<file path="src/rtl/keccak_pkg.sv">
// Shared definitions for the Keccak-f round scheduler.
// Contents:
//   - default sizing: number of steps, number of rounds, step/round index widths
//   - step index constants (colParity .. addRC)
//   - scheduler state encoding
package keccak_pkg;

  localparam int KECCAK_NUM_STEPS  = 5;
  localparam int KECCAK_NUM_ROUNDS = 24;
  localparam int KECCAK_SW         = 3;
  localparam int KECCAK_RW         = 5;

  localparam int STEP_COLPARITY = 0;
  localparam int STEP_ROTATE    = 1;
  localparam int STEP_PERMUTE   = 2;
  localparam int STEP_REVALUATE = 3;
  localparam int STEP_ADDRC     = 4;

  typedef enum logic [2:0] {
    ST_IDLE      = 3'd0,
    ST_SYNC      = 3'd1,
    ST_SEL       = 3'd2,
    ST_LAUNCH    = 3'd3,
    ST_WAIT_BUSY = 3'd4,
    ST_WAIT_DONE = 3'd5,
    ST_ADV       = 3'd6,
    ST_DONE      = 3'd7
  } sched_state_e;

endpackage

</file>
<file path="src/rtl/keccak_step_round_counter.sv">
// Step/round counter pair for the round scheduler.
// Ports:
//   i_clk, i_rst    clock, async active-high reset
//   i_init          clear both counters
//   i_inc           advance one step; wraps step into the round counter
//   o_step          current step index
//   o_step_next     step index after this cycle's update
//   o_round_next    round index after this cycle's update
//   o_step_last     current step is the last of the round
//   o_round_last    current round is the last of the permutation
module keccak_step_round_counter
  import keccak_pkg::*;
#(
  parameter int NUM_STEPS  = KECCAK_NUM_STEPS,
  parameter int NUM_ROUNDS = KECCAK_NUM_ROUNDS,
  parameter int SW         = KECCAK_SW,
  parameter int RW         = KECCAK_RW
) (
  input  logic          i_clk,
  input  logic          i_rst,
  input  logic          i_init,
  input  logic          i_inc,
  output logic [SW-1:0] o_step,
  output logic [SW-1:0] o_step_next,
  output logic [RW-1:0] o_round_next,
  output logic          o_step_last,
  output logic          o_round_last
);

  logic [SW-1:0] r_step;
  logic [RW-1:0] r_round;
  logic [SW-1:0] w_step_next;
  logic [RW-1:0] w_round_next;

  assign o_step_last  = (r_step == SW'(NUM_STEPS - 1));
  assign o_round_last = (r_round == RW'(NUM_ROUNDS - 1));

  // Next counter values: init has priority; the round counter saturates on
  // the last round so it never wraps inside a run (init clears it afterwards).
  always_comb begin
    w_step_next  = r_step;
    w_round_next = r_round;
    if (i_init) begin
      w_step_next  = {SW{1'b0}};
      w_round_next = {RW{1'b0}};
    end else if (i_inc) begin
      if (o_step_last) begin
        w_step_next = {SW{1'b0}};
        if (o_round_last) begin
          w_round_next = r_round;
        end else begin
          w_round_next = r_round + RW'(1);
        end
      end else begin
        w_step_next  = r_step + SW'(1);
        w_round_next = r_round;
      end
    end else begin
      w_step_next  = r_step;
      w_round_next = r_round;
    end
  end

  // Counter registers
  always_ff @(posedge i_clk or posedge i_rst) begin
    if (i_rst) begin
      r_step  <= {SW{1'b0}};
      r_round <= {RW{1'b0}};
    end else begin
      r_step  <= w_step_next;
      r_round <= w_round_next;
    end
  end

  assign o_step       = r_step;
  assign o_step_next  = w_step_next;
  assign o_round_next = w_round_next;

endmodule

</file>
<file path="src/rtl/keccak_round_scheduler.sv">
// Top-level sequencer for the Keccak-f step units. Each round it launches
// every enabled step unit in index order through a start/ready handshake,
// grants the shared state-memory port to the active step and publishes the
// round index.
// Ports:
//   i_clk          rising-edge clock
//   i_rst          async active-high reset (aborts any run)
//   i_start        begin a permutation (only honoured while idle)
//   i_step_en      per-step enable mask, captured at start
//   i_step_ready   per-unit ready (high when the unit is idle)
//   o_step_start   one-hot single-cycle start pulse
//   o_mem_owner    index of the unit owning the memory port
//   o_round_idx    current round
//   o_ready        high only while idle
//   o_done         single-cycle pulse at the end of the last round
module keccak_round_scheduler
  import keccak_pkg::*;
#(
  parameter int NUM_STEPS  = KECCAK_NUM_STEPS,
  parameter int NUM_ROUNDS = KECCAK_NUM_ROUNDS,
  parameter int SW         = KECCAK_SW,
  parameter int RW         = KECCAK_RW
) (
  input  logic                 i_clk,
  input  logic                 i_rst,
  input  logic                 i_start,
  input  logic [NUM_STEPS-1:0] i_step_en,
  input  logic [NUM_STEPS-1:0] i_step_ready,
  output logic [NUM_STEPS-1:0] o_step_start,
  output logic [SW-1:0]        o_mem_owner,
  output logic [RW-1:0]        o_round_idx,
  output logic                 o_ready,
  output logic                 o_done
);

  localparam logic [NUM_STEPS-1:0] LP_ONE = {{(NUM_STEPS-1){1'b0}}, 1'b1};

  sched_state_e         r_state;
  sched_state_e         w_state_next;
  logic [NUM_STEPS-1:0] r_en_q;
  logic                 w_cnt_init;
  logic                 w_cnt_inc;
  logic [SW-1:0]        w_step;
  logic [SW-1:0]        w_step_next;
  logic [RW-1:0]        w_round_next;
  logic                 w_step_last;
  logic                 w_round_last;
  logic                 w_unit_ready;
  logic                 w_unit_en;
  logic                 w_all_ready;
  logic [NUM_STEPS-1:0] w_start_vec;
  logic [SW-1:0]        w_owner_next;

  logic [NUM_STEPS-1:0] r_step_start;
  logic [SW-1:0]        r_mem_owner;
  logic [RW-1:0]        r_round_idx;
  logic                 r_ready;
  logic                 r_done;

  keccak_step_round_counter #(
    .NUM_STEPS  (NUM_STEPS),
    .NUM_ROUNDS (NUM_ROUNDS),
    .SW         (SW),
    .RW         (RW)
  ) u_cnt (
    .i_clk        (i_clk),
    .i_rst        (i_rst),
    .i_init       (w_cnt_init),
    .i_inc        (w_cnt_inc),
    .o_step       (w_step),
    .o_step_next  (w_step_next),
    .o_round_next (w_round_next),
    .o_step_last  (w_step_last),
    .o_round_last (w_round_last)
  );

  assign w_unit_ready = i_step_ready[w_step];
  assign w_unit_en    = r_en_q[w_step];
  assign w_all_ready  = &i_step_ready;

  // State register
  always_ff @(posedge i_clk or posedge i_rst) begin
    if (i_rst) begin
      r_state <= ST_IDLE;
    end else begin
      r_state <= w_state_next;
    end
  end

  // Enable mask is frozen for the whole run
  always_ff @(posedge i_clk or posedge i_rst) begin
    if (i_rst) begin
      r_en_q <= {NUM_STEPS{1'b0}};
    end else if ((r_state == ST_IDLE) && i_start) begin
      r_en_q <= i_step_en;
    end else begin
      r_en_q <= r_en_q;
    end
  end

  // Next-state and counter control
  always_comb begin
    w_state_next = r_state;
    w_cnt_init   = 1'b0;
    w_cnt_inc    = 1'b0;
    case (r_state)
      ST_IDLE: begin
        if (i_start) begin
          w_state_next = ST_SYNC;
          w_cnt_init   = 1'b1;
        end else begin
          w_state_next = ST_IDLE;
        end
      end
      ST_SYNC: begin
        if (w_all_ready) begin
          w_state_next = ST_SEL;
        end else begin
          w_state_next = ST_SYNC;
        end
      end
      ST_SEL: begin
        if (w_unit_en) begin
          w_state_next = ST_LAUNCH;
        end else begin
          w_state_next = ST_ADV;
        end
      end
      ST_LAUNCH: begin
        w_state_next = ST_WAIT_BUSY;
      end
      ST_WAIT_BUSY: begin
        if (!w_unit_ready) begin
          w_state_next = ST_WAIT_DONE;
        end else begin
          w_state_next = ST_WAIT_BUSY;
        end
      end
      ST_WAIT_DONE: begin
        if (w_unit_ready) begin
          w_state_next = ST_ADV;
        end else begin
          w_state_next = ST_WAIT_DONE;
        end
      end
      ST_ADV: begin
        w_cnt_inc = 1'b1;
        if (w_step_last && w_round_last) begin
          w_state_next = ST_DONE;
        end else begin
          w_state_next = ST_SEL;
        end
      end
      ST_DONE: begin
        // Clearing here means the round index reads 0 on entry to IDLE.
        w_cnt_init   = 1'b1;
        w_state_next = ST_IDLE;
      end
      default: begin
        w_cnt_init   = 1'b1;
        w_state_next = ST_IDLE;
      end
    endcase
  end

  // Output decode of the upcoming state, so the registered outputs line up
  // with the state they describe.
  always_comb begin
    w_start_vec  = {NUM_STEPS{1'b0}};
    w_owner_next = {SW{1'b0}};
    if (w_state_next == ST_LAUNCH) begin
      w_start_vec = LP_ONE << w_step_next;
    end else begin
      w_start_vec = {NUM_STEPS{1'b0}};
    end
    if ((w_state_next == ST_IDLE) || (w_state_next == ST_DONE)) begin
      w_owner_next = {SW{1'b0}};
    end else begin
      w_owner_next = w_step_next;
    end
  end

  // Output registers
  always_ff @(posedge i_clk or posedge i_rst) begin
    if (i_rst) begin
      r_step_start <= {NUM_STEPS{1'b0}};
      r_mem_owner  <= SW'(STEP_COLPARITY);
      r_round_idx  <= {RW{1'b0}};
      r_ready      <= 1'b1;
      r_done       <= 1'b0;
    end else begin
      r_step_start <= w_start_vec;
      r_mem_owner  <= w_owner_next;
      r_round_idx  <= w_round_next;
      r_ready      <= (w_state_next == ST_IDLE);
      r_done       <= (w_state_next == ST_DONE);
    end
  end

  assign o_step_start = r_step_start;
  assign o_mem_owner  = r_mem_owner;
  assign o_round_idx  = r_round_idx;
  assign o_ready      = r_ready;
  assign o_done       = r_done;

endmodule

</file>
<file path="config.mk">
export PLATFORM = sky130hd
export DESIGN_NAME = keccak_round_scheduler
export DESIGN_NICKNAME = d
export VERILOG_FILES = /design/src/rtl/keccak_pkg.sv /design/src/rtl/keccak_step_round_counter.sv /design/src/rtl/keccak_round_scheduler.sv
export SDC_FILE = /design/constraint.sdc
export NUM_CORES = 1
export LEC_CHECK = 0
export CAP_MARGIN = 5
export CORE_ASPECT_RATIO = 1.1
export CORE_MARGIN = 2
export CORE_UTILIZATION = 54
export CTS_CLUSTER_SIZE = 24
export DETAILED_ROUTE_END_ITERATION = 7
export GPL_ROUTABILITY_DRIVEN = 0
export PLACE_DENSITY = 0.87
export RECOVER_POWER = 25
export SYNTH_ARGS = -nofsm -noshare
export SYNTH_HDL_FRONTEND = slang
export SYNTH_SLANG_ARGS = --single-unit
</file>
<file path="constraint.sdc">
create_clock -name i_clk -period 3.8 [get_ports i_clk]
set_input_delay 1.14 -clock i_clk [delete_from_list [all_inputs] [get_ports i_clk]]
set_output_delay 1.14 -clock i_clk [all_outputs]
set_load 0.01 [all_outputs]
</file>
* After elaboration in Yosys (flattened, before gate mapping) *
Cells that the tools add are included.

storage, ports and cells
  flip-flop bits (word level) = 26

cells by class
  equality and inequality tests = 12
  $add $sub $neg = 2
  multiplexer cells = 23
  order comparisons = 1
  reduce and logical (&&, ||, !) cells = 9
  shifts and indexed selects = 1

operator list
  operator             count
  $mux 5               5
  $pmux 3 s8           1
  $eq 3x3->1 const B   6
  $mux 3               6
  $eq 3x2->1 const B   3
  $bmux 1 s3           2
  $logic_not 3->1      2
  $mux 1               6
  $add 5x1->5 const B  1
  $eq 5x5->1 const B   1
  $reduce_and 5->1     1
  $shl 1x3->5 const A  1
  $lt 3x4->1 const B   1
  $mux 2               2
  $reduce_bool 2->1    2
  $add 3x1->3 const B  1
  $eq 3x1->1 const B   1
  $reduce_and 3->1     1
  $logic_and 1x1->1    2
  $ne 2x1->1 const B   1
  $pmux 1 s2           1
  $logic_or 1x1->1     1

* Depth between registers and ports, before layout *
  word-level depth = 7
  depth in mapped cells = 8
  gate-level depth less buffers = 7

* Cells and area by module *
A second synthesis with hierarchy kept.

second synthesis, totals
  cell total of the unflattened synthesis = 129
  area total of the unflattened synthesis = 1473.9 um2

modules (own cells, without submodules)
  module                     area an instance (um2)  instances  seq. area each (um2)  cells each
  keccak_round_scheduler     1019.7                  1          576.8                 82
  keccak_step_round_counter  454.2                   1          200.2                 47

* Least setup slack after synthesis *
OpenSTA, ideal clock, no wires.

  path type = input to register
  start point = input i_start
  end point = register r_step_start[0] (netlist: o_step_start[0])
  data required time = 3.689 ns
  path buffers = 0
  setup time = 0.111 ns
  stages = 5
  setup slack = 1.631 ns
  arrival time = 2.058 ns
  cell sequence = nor4b_4 > nor2b_4 > nand2_4 > inv_2 > a2111oi_2

on the way
  cells in the longest elaborated chain, start to end = 5
  elaborated cells on any way between the ends = 8
  those cells by class = eq/ne: 1; shift: 1; mux: 6

ends and longest elaborated chain
  what                      RTL line                         source
  from (decl)               keccak_round_scheduler.sv:26     input logic i_start,
  $mux 1                    keccak_round_scheduler.sv:108    if (i_start) begin
  $pmux 1 s2                keccak_round_scheduler.sv:106    case (r_state)
  $mux 3                    keccak_step_round_counter.sv:43  if (i_init) begin
  via u_cnt.o_step_next[1]  keccak_step_round_counter.sv:24  output logic [SW-1:0] o_step_next,
  $shl 1x3->5               keccak_round_scheduler.sv:172    w_start_vec = LP_ONE << w_step_next;
  $mux 5                    keccak_round_scheduler.sv:171    if (w_state_next == ST_LAUNCH) begin
  via w_start_vec[0]        keccak_round_scheduler.sv:51     logic [NUM_STEPS-1:0] w_start_vec;
  to (signal assigned)      keccak_round_scheduler.sv:186    r_step_start <= {NUM_STEPS{1'b0}};
  to (signal assigned)      keccak_round_scheduler.sv:192    r_step_start <= w_start_vec;
  to (decl)                 keccak_round_scheduler.sv:54     logic [NUM_STEPS-1:0] r_step_start;

The timed path passes the listed nets, and every way through them passes these cells.
A chain may end at the register's enable or synchronous reset.

* Worst setup path after layout *
Ends and elaborated chain as after synthesis.

==> results.py <==
metrics = {
    "status": {
        "status": "finished clean",
    },
    "yosys": {
        "ys_types": 38,
        "avgSynthCellArea_um2": 11.1,
        "synth.area.top_cells": "dfrtp_1 (46%), mux2_2 (6.7%), nor2_1 (3.3%)",
        "synth_area_um2": 1350,
        "syn-instance-count": 122,
        "yosysWarnings": 0,
        "ys_seq_area_share_pct": 48.2,
        "synth_largest_area_cell": "dfrtp_1",
        "syn-num-nets": 138,
        "synth_top_area_share_pct": 46.2,
        "ys_ff_latch": 26,
    },
    "final_layout": {
        "area_growth_pct": 23.4,
        "post-route-util_pct": 68.2,
        "drive_gt1_share_pct": 15.0,
        "seq_area_um2": 652,
        "fin_nets": 164,
        "multiInputGateArea_um2": 634,
        "nFillCells": 201,
        "antennaDiodeCount": 0,
    },
    "clock_network": {
        "htree_levels": 1,
        "cts_resized": 0,
        "cts_tree": "done",
        "root_buffer": "clkbuf_4",
        "cts.sinks": 26,
        "clk_latency_ns": 0.32,
        "clk_path_buf_depth": 2,
        "post_cts_buffers": 0,
        "cts_hold_buf": 0,
        "numCtsBuffers": 3,
        "cts.clk_slew.worst_paths_ns": 0.14,
    },
    "die": {
        "fp.dieArea_um2": 2920,
        "placement_rows": 19,
        "die_width_um": 51.7,
        "die_h_um": 56.5,
        "io_pins": 28,
        "start_util_pct": 55.3,
        "core_region_area_um2": 2450,
    },
    "timing": {
        "rsz0062_at_grt": "false",
        "setup-violations-final": 0,
        "final-hold-violation-count": 0,
        "skew_ns": 0.00617,
        "period_needed_ns": 2.58,
        "maxSlewHeadroom_pct": 37.0,
        "worst_hold_slack_ns": 0.534,
        "timing.fmax_ghz": 0.388,
        "fin_crit_sh_pct": 67.8,
        "worstMarginPinSlew_ns": 0.944,
        "setup_tns_ns": 0,
        "setup_slack_ns": 1.22,
        "maxSlewViolCount": 0,
    },
    "power_and_ir_drop": {
        "pwr_density_cell_nw_per_um2": 548,
        "peakVddDrop_mv": 0.543,
        "p_total_w": 0.000915,
        "p_leak_nw": 0.742,
    },
    "setup_path": {
        "cp_max_fo": 7,
        "crit_arrival_ns": 2.81,
        "endpoint_kind": "flip-flop",
        "cpMaxStageDelayCell": "dlygate4sd3_1",
        "cpPeakStageDelay_ns": 0.55,
        "crit_type": "in2reg",
        "path_cells": "dlygate4sd3_1 -> nor4b_4 -> nor2b_4 -> nand2_4 -> inv_2 -> a2111oi_2",
        "crit_required_ns": 4.03,
        "worstSetupStartpointType": "input port",
    },
    "routing": {
        "drt_iter0_markers": 16,
        "vias": 986,
        "routed_wl_um": 2600,
        "drc": 0,
        "drtPass1Iterations": 4,
        "ant_nets": 0,
        "vias_per_cell": 5.54,
        "wire_per_inst_um": 14.6,
    },
    "hold_path": {
        "min_path_type": "reg2reg",
    },
    "global_route": {
        "grt_max_degree": 27,
        "antenna_found_initial": 0,
        "grt-ovfl-total": 0,
        "track_usage_pct": 21.2,
        "grt_pass1_wl_um": 4620,
        "grt_pass1_vias": 1011,
    },
    "run": {
        "drv_cap": 0,
    },
    "placed_design": {
        "dp_worst_setup_slack_ns": 0.912,
        "io_buffers": 27,
        "dp_hpwl_um": 1970,
    },
}
==> kinds of logic (layout without fill, tap and decap cells) <==
logic type / count (synthesis) / in the layout / synth area share [%]
XOR/XNOR: 3 / 3 / 1.94
AND/OR/NAND/NOR: 50 / 50 / 23.3
buffers and inverters: 12 / 37 / 4.99
AO/OA/AOI/OAI: 16 / 16 / 9.24
flip-flops: 26 / 26 / 48.2
multiplexers: 12 / 12 / 9.61
adder cells (fa/ha/maj): 3 / 3 / 2.77
==> cell usage after synthesis (all sizes together) <==
| cell | n |
|---|---|
| a21oi | 3 |
| o21ai | 4 |
| o311ai | 2 |
| nor3b | 1 |
| nor4b | 1 |
| a2111oi | 2 |
| nor3 | 6 |
| a22o | 1 |
| nand3b | 3 |
| nor2b | 4 |
| mux2i | 4 |
| a22oi | 1 |
| inv | 6 |
| buf | 6 |
| nor4 | 2 |
| and3 | 1 |
| nand4 | 1 |
| dfstp | 1 |
| o22ai | 1 |
| nand3 | 4 |
| nand2 | 7 |
| nand2b | 4 |
| xnor2 | 3 |
| mux2 | 8 |
| nor2 | 12 |
| a211o | 1 |
| and4 | 2 |
| dfrtp | 25 |
| ha | 3 |
| and4b | 2 |
| a211oi | 1 |
==> worst max-delay path, delay by kind of cell <==
family                 cells  cell delay (ns)
AO/OA/AOI/OAI              1             0.32
buffers and inverters      2             0.60
AND/OR/NAND/NOR            3             0.75
==> final timing paths <==
| check | slack [ns] | to | startpoint | cells after the start |
|---|---|---|---|---|
| min in group asynchronous | 1.45 | o_done | i_rst | 2 |
| max reg2reg | 1.83 | o_step_start[0] | u_cnt.o_step[0] | 6 |
| min | 0.53 | r_en_q[1] | r_en_q[1] | 1 |
| max in group asynchronous | 1.78 | u_cnt.o_step[0] | i_rst | 2 |
| max | 1.22 | o_step_start[0] | i_start | 6 |
| min reg2reg | 0.53 | r_en_q[1] | r_en_q[1] | 1 |
==> placed cells by master (no fill, tap or decap), drive strengths merged <==
cell type,instances
nand3b,3
a22o,1
nor3b,1
nand4,1
a211o,1
xnor2,3
inv,6
nand3,4
dfstp,1
clkdlybuf4s50,24
nor4b,1
mux2,8
mux2i,4
nor2b,4
o22ai,1
dfrtp,25
a21oi,3
o21ai,4
and4,2
nor4,2
a2111oi,2
bufinv,1
nor3,6
nand2,7
and4b,2
dlygate4sd3,3
a211oi,1
and3,1
clkbuf,3
ha,3
a22oi,1
o311ai,2
nand2b,4
nor2,12
==> metal layers <==
metal	routed length, um	vias up	track usage, %
met5	0	-	0
met4	57	0	9.02
met3	84	9	3.99
met2	1310	22	33.2
met1	1150	474	28.5
li1	-	481	-
==> flip-flops by register name, summed over array words and instances, names as in the netlist <==
signal,flops
o_done,1
o_ready,1
o_mem_owner,3
r_state,3
o_step_start,5
r_en_q,5
u_cnt.o_step,3
u_cnt.r_round,5
==> cell type report <==
class                   instances  share of cell area (%)
flip-flops and latches         26                    39.0
multi-input cells              84                    38.0
repair buffers                 27                    16.2
well taps                      31                    2.32
clock inverters                 1                    1.80
clock buffers                   3                    1.35
inverters                       6                    1.35
==> where the power goes <==
part	internal, W	switching, W	leakage [nW]
sequential	0.000338	0.0000842	0.343
clock	0.000107	0.0000826	0.0279
combinational	0.000159	0.000144	0.370
total	0.000604	0.000311	0.742
==> metrics by stage <==
step,area (um^2),cells
4_1_cts,1670,178
3_5_place_dp,1620,174
6_report,1670,178
5_1_grt,1670,178
3_3_place_gp,1620,174
2_1_floorplan,1350,122
(Power assumes the default switching activity.)
